`src/rtl/cache_store.sv`:
```
// cache_store: four-entry associative store with 2-bit LRU counters and a write-through
// backing-memory port. Hit detection and victim choice come from an external lookup stage.
module cache_store #(
  parameter int d_width = 8,
  parameter int a_width = 8
) (
  input  logic                 clk,
  input  logic                 reset_n,
  input  logic                 req,
  input  logic                 we,
  input  logic [a_width-1:0]   addr,
  input  logic [d_width-1:0]   wdata,
  output logic [d_width-1:0]   rdata,
  output logic                 ready,
  output logic                 mem_req,
  output logic                 mem_we,
  output logic [a_width-1:0]   mem_addr,
  output logic [d_width-1:0]   mem_wdata,
  input  logic [d_width-1:0]   mem_rdata,
  input  logic                 mem_ack,
  output logic [a_width-1:0]   lk_addr,
  output logic [4*a_width-1:0] w_entry_addrs,
  output logic [7:0]           w_cnt,
  output logic [3:0]           valid,
  input  logic [1:0]           sel,
  input  logic [3:0]           dec,
  input  logic                 hit
);

  typedef enum logic [1:0] {
    IDLE   = 2'd0,
    LOOKUP = 2'd1,
    MEM_RD = 2'd2,
    MEM_WR = 2'd3
  } state_t;

  state_t             state_r;
  state_t             state_s;
  logic [a_width-1:0] tag_r  [4];
  logic [d_width-1:0] data_r [4];
  logic [7:0]         cnt_r;
  logic [3:0]         valid_r;
  logic               lk_we_r;
  logic [d_width-1:0] lk_wdata_r;
  logic [7:0]         touch_cnt_s;

  // Selected entry becomes most-recent; flagged others age by one, never below zero.
  function automatic logic [7:0] touch(input logic [7:0] cnt, input logic [1:0] idx,
                                       input logic [3:0] dec_mask);
    logic [7:0] res;
    res = cnt;
    for (int i = 0; i < 4; i++) begin
      if (2'(i) == idx) begin
        res[2*i +: 2] = 2'd3;
      end else if (dec_mask[i] && (cnt[2*i +: 2] != 2'd0)) begin
        res[2*i +: 2] = cnt[2*i +: 2] - 2'd1;
      end else begin
        res[2*i +: 2] = cnt[2*i +: 2];
      end
    end
    return res;
  endfunction

  assign touch_cnt_s = touch(cnt_r, sel, dec);
  assign w_cnt       = cnt_r;
  assign valid       = valid_r;

  for (genvar g = 0; g < 4; g++) begin : g_tags
    assign w_entry_addrs[g*a_width +: a_width] = tag_r[g];
  end

  // State register.
  always_ff @(posedge clk) begin
    if (!reset_n) begin
      state_r <= IDLE;
    end else begin
      state_r <= state_s;
    end
  end

  // Next-state decode.
  always_comb begin
    state_s = state_r;
    case (state_r)
      IDLE: begin
        if (req) state_s = LOOKUP;
        else     state_s = IDLE;
      end
      LOOKUP: begin
        if (lk_we_r)  state_s = MEM_WR;
        else if (hit) state_s = IDLE;
        else          state_s = MEM_RD;
      end
      MEM_RD: begin
        if (mem_ack) state_s = IDLE;
        else         state_s = MEM_RD;
      end
      MEM_WR: begin
        if (mem_ack) state_s = IDLE;
        else         state_s = MEM_WR;
      end
      default: state_s = IDLE;
    endcase
  end

  // Datapath: access latch, entry storage, LRU counters and registered outputs.
  always_ff @(posedge clk) begin
    if (!reset_n) begin
      for (int i = 0; i < 4; i++) begin
        tag_r[i]  <= '0;
        data_r[i] <= '0;
      end
      cnt_r      <= 8'd0;
      valid_r    <= 4'd0;
      lk_addr    <= '0;
      lk_we_r    <= 1'b0;
      lk_wdata_r <= '0;
      rdata      <= '0;
      ready      <= 1'b0;
      mem_req    <= 1'b0;
      mem_we     <= 1'b0;
      mem_addr   <= '0;
      mem_wdata  <= '0;
    end else begin
      ready <= 1'b0;
      case (state_r)
        IDLE: begin
          if (req) begin
            lk_addr    <= addr;
            lk_we_r    <= we;
            lk_wdata_r <= wdata;
          end
        end
        LOOKUP: begin
          if (lk_we_r) begin
            // Write-through: update a hit in place, always forward to memory.
            if (hit) begin
              data_r[sel] <= lk_wdata_r;
              cnt_r       <= touch_cnt_s;
            end
            mem_req   <= 1'b1;
            mem_we    <= 1'b1;
            mem_addr  <= lk_addr;
            mem_wdata <= lk_wdata_r;
          end else if (hit) begin
            rdata <= data_r[sel];
            ready <= 1'b1;
            cnt_r <= touch_cnt_s;
          end else begin
            mem_req  <= 1'b1;
            mem_we   <= 1'b0;
            mem_addr <= lk_addr;
          end
        end
        MEM_RD: begin
          if (mem_ack) begin
            tag_r[sel]   <= lk_addr;
            data_r[sel]  <= mem_rdata;
            valid_r[sel] <= 1'b1;
            cnt_r        <= touch_cnt_s;
            rdata        <= mem_rdata;
            ready        <= 1'b1;
            mem_req      <= 1'b0;
          end
        end
        MEM_WR: begin
          if (mem_ack) begin
            mem_req <= 1'b0;
            mem_we  <= 1'b0;
            ready   <= 1'b1;
          end
        end
        default: begin
          mem_req <= 1'b0;
          mem_we  <= 1'b0;
        end
      endcase
    end
  end

endmodule

```
`config.mk`:
```
export PLATFORM = sky130hd
export DESIGN_NAME = cache_store
export DESIGN_NICKNAME = d
export VERILOG_FILES = /design/src/rtl/cache_store.sv
export SDC_FILE = /design/constraint.sdc
export NUM_CORES = 1
export LEC_CHECK = 0
export BUFFER_PORTS_ARGS = -buffer_cell sky130_fd_sc_hd__buf_4
export CAP_MARGIN = 40
export CORE_ASPECT_RATIO = 1.2
export CORE_MARGIN = 4
export CORE_UTILIZATION = 30
export CTS_CLUSTER_SIZE = 28
export DETAILED_ROUTE_END_ITERATION = 6
export HOLD_SLACK_MARGIN = 0.12
export PLACE_DENSITY = 0.55
export SLEW_MARGIN = 40
export SYNTH_ARGS = -nofsm -noshare
export SYNTH_HDL_FRONTEND = slang
export SYNTH_SLANG_ARGS = --single-unit
```
`constraint.sdc`:
```
create_clock -name clk -period 3.9 [get_ports clk]
set_clock_uncertainty 0.2 [all_clocks]
set_input_delay 0.195 -clock clk [delete_from_list [all_inputs] [get_ports clk]]
set_output_delay 0.195 -clock clk [all_outputs]
set_load 0.03 [all_outputs]
```
== After elaboration in Yosys (flattened, before gate mapping) ==
Memories as Yosys holds them, arrays and structs flattened.
Index checks and enable logic that the tools add are counted.
Widths: inputs -> output; s select.

* Logic and storage cells: 111
* Bits in writable memories: 64
* Memories kept: 2
* Bits in registers: 58

* Multiplexer cells: 51
* Equal/unequal tests: 13
* Reduce and logical (&&, ||, !) cells: 25
* $lt $le $gt $ge: 2
* Bitwise operators: 2
* Add/sub/neg operators: 4

{| class="wikitable"
|+ Memory list
! name !! words !! bits a word !! rd ports !! clocked after Yosys merged registers in !! write ports !! RTL line !! source
|-
| data_r || 4 || 8 || 1 || 0 || 4 || 40 || <nowiki>logic [d_width-1:0] data_r [4];</nowiki>
|-
| tag_r || 4 || 8 || 4 || 0 || 4 || 39 || <nowiki>logic [a_width-1:0] tag_r [4];</nowiki>
|}

{| class="wikitable"
|+ Operator list
! kind !! count
|-
| $mux 8 || 10
|-
| $pmux 8 s2 || 2
|-
| $mux 2 || 14
|-
| $mux 1 || 20
|-
| $reduce_or 8->1 || 2
|-
| $reduce_bool 2->1 || 7
|-
| $reduce_and 3->1 || 3
|-
| $ne 2x2->1 const B || 4
|-
| $pmux 2 s4 || 1
|-
| $reduce_and 2->1 || 4
|-
| $sub 2x1->2 const B || 4
|-
| $pmux 1 s2 || 3
|-
| $logic_and 1x1->1 || 5
|-
| $eq 2x2->1 const A || 2
|-
| $eq 2x2->1 const B || 2
|-
| $logic_not 2->1 || 2
|-
| $ne 2x1->1 const B || 2
|-
| $or 4x4->4 || 1
|-
| $reduce_and 4->1 || 1
|-
| $lt 2x3->1 const B || 1
|-
| $ne 3x3->1 const B || 1
|-
| $demux 1 s2 || 1
|-
| $eq 1x2->1 const A || 1
|-
| $eq 2x1->1 const B || 1
|-
| other kinds (3) || 3
|}

== Longest topological paths before layout ==
* Depth after elaboration: 8
* Gate-level depth with buffers: 8

== Worst setup path before layout ==
No wires, ideal clock.

* Path kind: reg-to-reg
* Start: register state_r[0]
* End: memory tag_r[0][0] (enable)
* Stages on the path, launching flop included: 8
* Slack: 1494 ps
* Period minus slack after synthesis: 2406 ps
* Arrival time: 1822 ps
* Data required time: 3316 ps
* Path through: dfxtp_1 > inv_1 > ha_1 > buf_4 > buf_4 > buf_2 > nand3_1 > o21ai_0

{| class="wikitable"
|+ RTL lines
! item !! RTL line !! source
|-
| from (decl) || 37 || <nowiki>state_t state_r;</nowiki>
|-
| from (signal assigned) || 77 || <nowiki>state_r <= state_s;</nowiki>
|-
| to (decl) || 39 ||
|}

== Worst setup path after layout ==
* Start: register state_r[0]
* End: register cnt_r[7] (netlist: w_cnt[7])

* Word-level cells in the longest chain between the ends: 3
* Elaborated cells on any way between the ends: 7
* Classes of those cells: eq/ne: 4; mux: 1; reduce/logical: 2

{| class="wikitable"
|+ RTL lines
! item !! RTL line !! source
|-
| $eq 2x1->1 or $eq 2x2->1 (tied branches) || 126 || <nowiki>case (state_r)</nowiki>
|-
| $ne 2x2->1 (no line) or $reduce_bool 2->1 (tied branches) || -- ||
|-
| $reduce_and 3->1 (no line) || -- ||
|-
| to (signal assigned) || 139 || <nowiki>cnt_r <= touch_cnt_s;</nowiki>
|-
| to (signal assigned) || 148 || <nowiki>cnt_r <= touch_cnt_s;</nowiki>
|-
| to (signal assigned) || 160 || <nowiki>cnt_r <= touch_cnt_s;</nowiki>
|-
| to (decl) || 41 || <nowiki>logic [7:0] cnt_r;</nowiki>
|}

Several ways; a longest one is shown, not always the timed one.
A chain may end at the register's enable or synchronous reset.

==> summary.txt <==
Power
  – Logic gate share of total power: 10.7%
  – Internal portion of total power: 2.63 mW
  – Clock Power Share: 47.6%
  – Portion of total power attributed to sequential cells: 41.7%
  – Leakage power figure: 3.11 nW
  – VDD IR-drop max: 0.319 mV
  – Total power per unit cell area: 459 mW/mm2
  – Switching pwr: 817 uW
  – Switching Share: 23.7%

Timing
  – Final hold violations: 0
  – Number of max-slew violations in the final report: 0
  – Transition time at the pin with the least slew margin: 0.745 ns
  – Minimum setup slack in the final design: 1.09 ns
  – Relative slew margins: 50.3%
  – Achievable Freq: 0.356 GHz
  – Final TNS setup: 0 ns
  – Final setup fails: 0
  – Fraction of the cycle the final worst path needs: 71.9%
  – Time the worst path needs with I/O delays and setup: 2.81 ns
  – Worst-case hold slack: 0.162 ns
  – Setup repair after global routing missed its margin: false

Global routing
  – First-pass GRT wire length: 22.4 mm
  – Largest net degree at the start of global routing: 65
  – Vias in the first global route: 4281
  – Residual overflow from global routing: 0
  – Overall fraction of global-route tracks in use: 14.9%
  – Number of antenna violations at the first check in global routing: 1

Clock network
  – Cts bufs inserted: 17
  – Post-CTS setup buffer count: 0
  – Maximum level of the CTS H-tree: 4
  – Number of clock sinks: 122
  – Max clock buf depth: 2
  – Cells resized by post-CTS repair: 0
  – Clk root buf: sky130_fd_sc_hd__clkbuf_16
  – Clock latency on the worst-skew pair: 0.42 ns
  – CTS tree: done
  – Post-CTS Hold Fix Bufs: 55
  – Clock input transition at the sequential cells of the worst setup and hold paths: 0.06 ns

Cells and area
  – Final core occ: 43.0%
  – Area growth, synth to finish: 41.1%
  – Layout filler cell count: 1658
  – Fraction of final layout cells sized beyond drive strength 1: 27.5%
  – Layout Nets: 694

Synthesis
  – Sequential area share after synthesis: 58.0%
  – Area share of the largest cell type after synthesis: 36.1%
  – Post-synthesis register bit count: 122
  – Count of distinct cell types in the synthesized netlist: 44
  – Ranking of synthesized cells by area: sky130_fd_sc_hd__edfxtp_1, sky130_fd_sc_hd__dfxtp_1, sky130_fd_sc_hd__nand2_1, sky130_fd_sc_hd__a21boi_0, sky130_fd_sc_hd__mux2i_1
  – Cell area after synthesis: 0.00532 mm2
  – Number of enable flip-flop cells after synthesis: 64
  – Proportion of synthesized flip-flops having asynchronous set or reset: 0%
  – Number of cells produced by synthesis: 486
  – Cell accounting for the most synthesized area: sky130_fd_sc_hd__edfxtp_1
  – Synth warn: 0
  – Average size of a mapped cell: 10.9 um2
  – Net count of the mapped netlist: 531
  – Main flop type after synthesis: sky130_fd_sc_hd__edfxtp_1

Floorplan
  – Std cell rows: 53
  – Area enclosed by the die boundary: 0.0199 mm2
  – Horizontal die dimension: 130 um
  – Io pins: 115
  – Area of the placeable core: 0.0174 mm2
  – Height of the chip: 154 um
  – Starting density of the core: 30.5%

Flow run
  – Max Cap Violations: 0

Worst hold path
  – Hold Path Class: in2reg

Setup path
  – Startpoint type of the worst setup path: flip-flop
  – Critical path data required time: 4.00 ns
  – Element type at the critical path end: flip-flop
  – Crit Path Max Fanout: 34
  – Reg-to-reg slack, setup: 1.09 ns
  – Critical setup path kind: reg2reg
  – Arr. time, crit path: 2.91 ns

Drt
  – Remaining antenna violation count after routing: 0
  – DRC violation total after the first TritonRoute iteration: 234
  – Number of detailed-routing iterations run before antenna repair: 4
  – Final wirelength: 14.5 mm
  – DR WL/cell: 16.5 um
  – Overall via count from detail_route: 4168
  – # DRC: 0
  – Vias per std cell: 4.72

Status
  – Run status: completed

Place
  – Worst slack, placed: 1.42 ns
  – Placer's final routability congestion estimate: 0.818
  – Buffers on Ports: 114
  – Post-detailed-placement half-perimeter wirelength: 10.5 mm
-- metal layers --
metal	part of all wire [%]	track usage, %
met5	0	0
met4	2.7	6.88
met3	4.9	3.30
met2	55	27.2
met1	37	16.0
-- registers in the layout, indices dropped and copies added, names as in the netlist --
signal,flops
tag_r,32
w_cnt,8
mem_req,1
mem_we,1
data_r,32
rdata,8
valid,4
state_r,2
mem_wdata,8
ready,1
mem_addr,8
lk_we_r,1
lk_addr,8
lk_wdata_r,8
-- power groups by stage --
stage | Combinational (mW) | Clock [mW] | Sequential, mW
floorplan | 0.142 | 0 | 1.51
global placement | 0.319 | 0 | 1.46
detailed placement | 0.324 | 0 | 1.47
CTS | 0.371 | 1.67 | 1.44
global route | 0.397 | 1.73 | 1.44
finish | 0.367 | 1.64 | 1.44
-- synthesized netlist by cell type, types with 9 or more instances --
master	n
sky130_fd_sc_hd__mux2i_1	16
sky130_fd_sc_hd__dfxtp_1	58
sky130_fd_sc_hd__nor2_1	39
sky130_fd_sc_hd__a21boi_0	25
sky130_fd_sc_hd__and3_1	24
sky130_fd_sc_hd__buf_2	10
sky130_fd_sc_hd__edfxtp_1	64
sky130_fd_sc_hd__nor3_1	10
sky130_fd_sc_hd__clkbuf_1	11
sky130_fd_sc_hd__ha_1	9
sky130_fd_sc_hd__a21oi_1	23
sky130_fd_sc_hd__nand2_1	77
sky130_fd_sc_hd__and2_1	11
sky130_fd_sc_hd__inv_1	14
sky130_fd_sc_hd__nor2b_1	15
sky130_fd_sc_hd__o21ai_0	11
-- cell families (layout without fill, tap and decap cells) --
family / Yosys count / after routing / share of synthesized area [%]
muxes: 25 / 25 / 5.62
other: 0 / 1 / 0
DFF: 122 / 122 / 58.0
AOI/OAI and AO/OA: 83 / 83 / 11.2
buffers and inverters: 46 / 222 / 4.42
and+or+nand+nor: 201 / 201 / 18.7
adders and majority gates: 9 / 9 / 2.12
-- placed cells by master (no fill, tap or decap), types with 4 or more instances in the layout --
cell | netlist | final
sky130_fd_sc_hd__nand2_1 | 77 | 77
sky130_fd_sc_hd__nor3_1 | 10 | 10
sky130_fd_sc_hd__nor2b_1 | 15 | 15
sky130_fd_sc_hd__a21boi_0 | 25 | 25
sky130_fd_sc_hd__a21oi_1 | 23 | 23
sky130_fd_sc_hd__o221a_2 | 8 | 8
sky130_fd_sc_hd__mux2i_2 | 6 | 6
sky130_fd_sc_hd__and2_1 | 11 | 11
sky130_fd_sc_hd__nor3_2 | 6 | 6
sky130_fd_sc_hd__o21ai_0 | 11 | 11
sky130_fd_sc_hd__a32o_1 | 8 | 8
sky130_fd_sc_hd__buf_4 | 6 | 121
sky130_fd_sc_hd__mux2i_1 | 16 | 16
sky130_fd_sc_hd__ha_1 | 9 | 9
sky130_fd_sc_hd__nor2_1 | 39 | 39
sky130_fd_sc_hd__and3_1 | 24 | 24
sky130_fd_sc_hd__bufinv_16 | 0 | 4
sky130_fd_sc_hd__dfxtp_1 | 58 | 58
sky130_fd_sc_hd__clkbuf_16 | 0 | 17
sky130_fd_sc_hd__clkinv_4 | 0 | 6
sky130_fd_sc_hd__dlygate4sd3_1 | 0 | 55
sky130_fd_sc_hd__nand2b_1 | 8 | 8
sky130_fd_sc_hd__edfxtp_1 | 64 | 64
sky130_fd_sc_hd__inv_1 | 14 | 14
-- worst max-delay path: stages, from the launching register on --
cell and delay, ns:
sky130_fd_sc_hd__dfxtp_1 0.33, sky130_fd_sc_hd__inv_1 0.11, sky130_fd_sc_hd__ha_1 0.15, sky130_fd_sc_hd__buf_4 0.32, sky130_fd_sc_hd__inv_1 0.12, sky130_fd_sc_hd__o221ai_2 0.50, sky130_fd_sc_hd__a21oi_1 0.12, sky130_fd_sc_hd__o221a_2 0.29
sky130_fd_sc_hd__dlygate4sd3_1 0.54
-- final cells by class --
| type | instances | area (um2) | area share (%) |
|---|---|---|---|
| Tap cell | 220 | 275 | 3.67 |
| Clock buffer | 17 | 425 | 5.67 |
| Antenna cell | 1 | 2.50 | 0.0333 |
| Clock inverter | 15 | 201 | 2.68 |
| Sequential cell | 122 | 3080 | 41.1 |
| Timing Repair Buffer | 176 | 1460 | 19.4 |
| Inverter | 14 | 52.6 | 0.700 |
| Multi-Input combinational cell | 318 | 2000 | 26.7 |
-- stage by stage --
stage / cell area, um2 / std cells / power, mW
floorplan: 5320 / 486 / 1.65
global placement: 6320 / 795 / 1.78
detailed placement: 6320 / 795 / 1.79
CTS: 7500 / 882 / 3.48
global route: 7500 / 883 / 3.57
finish: 7500 / 883 / 3.44
-- final timing paths --
check / startpoint / end / cells past startpoint
hold reg to reg: rdata[6] / rdata[6] / 1
setup / recovery: state_r[0] / w_cnt[7] / 8
setup reg to reg: state_r[0] / w_cnt[7] / 8
hold / removal: hit / mem_we / 5
No activity file was read; power rests on OpenSTA's default activity.
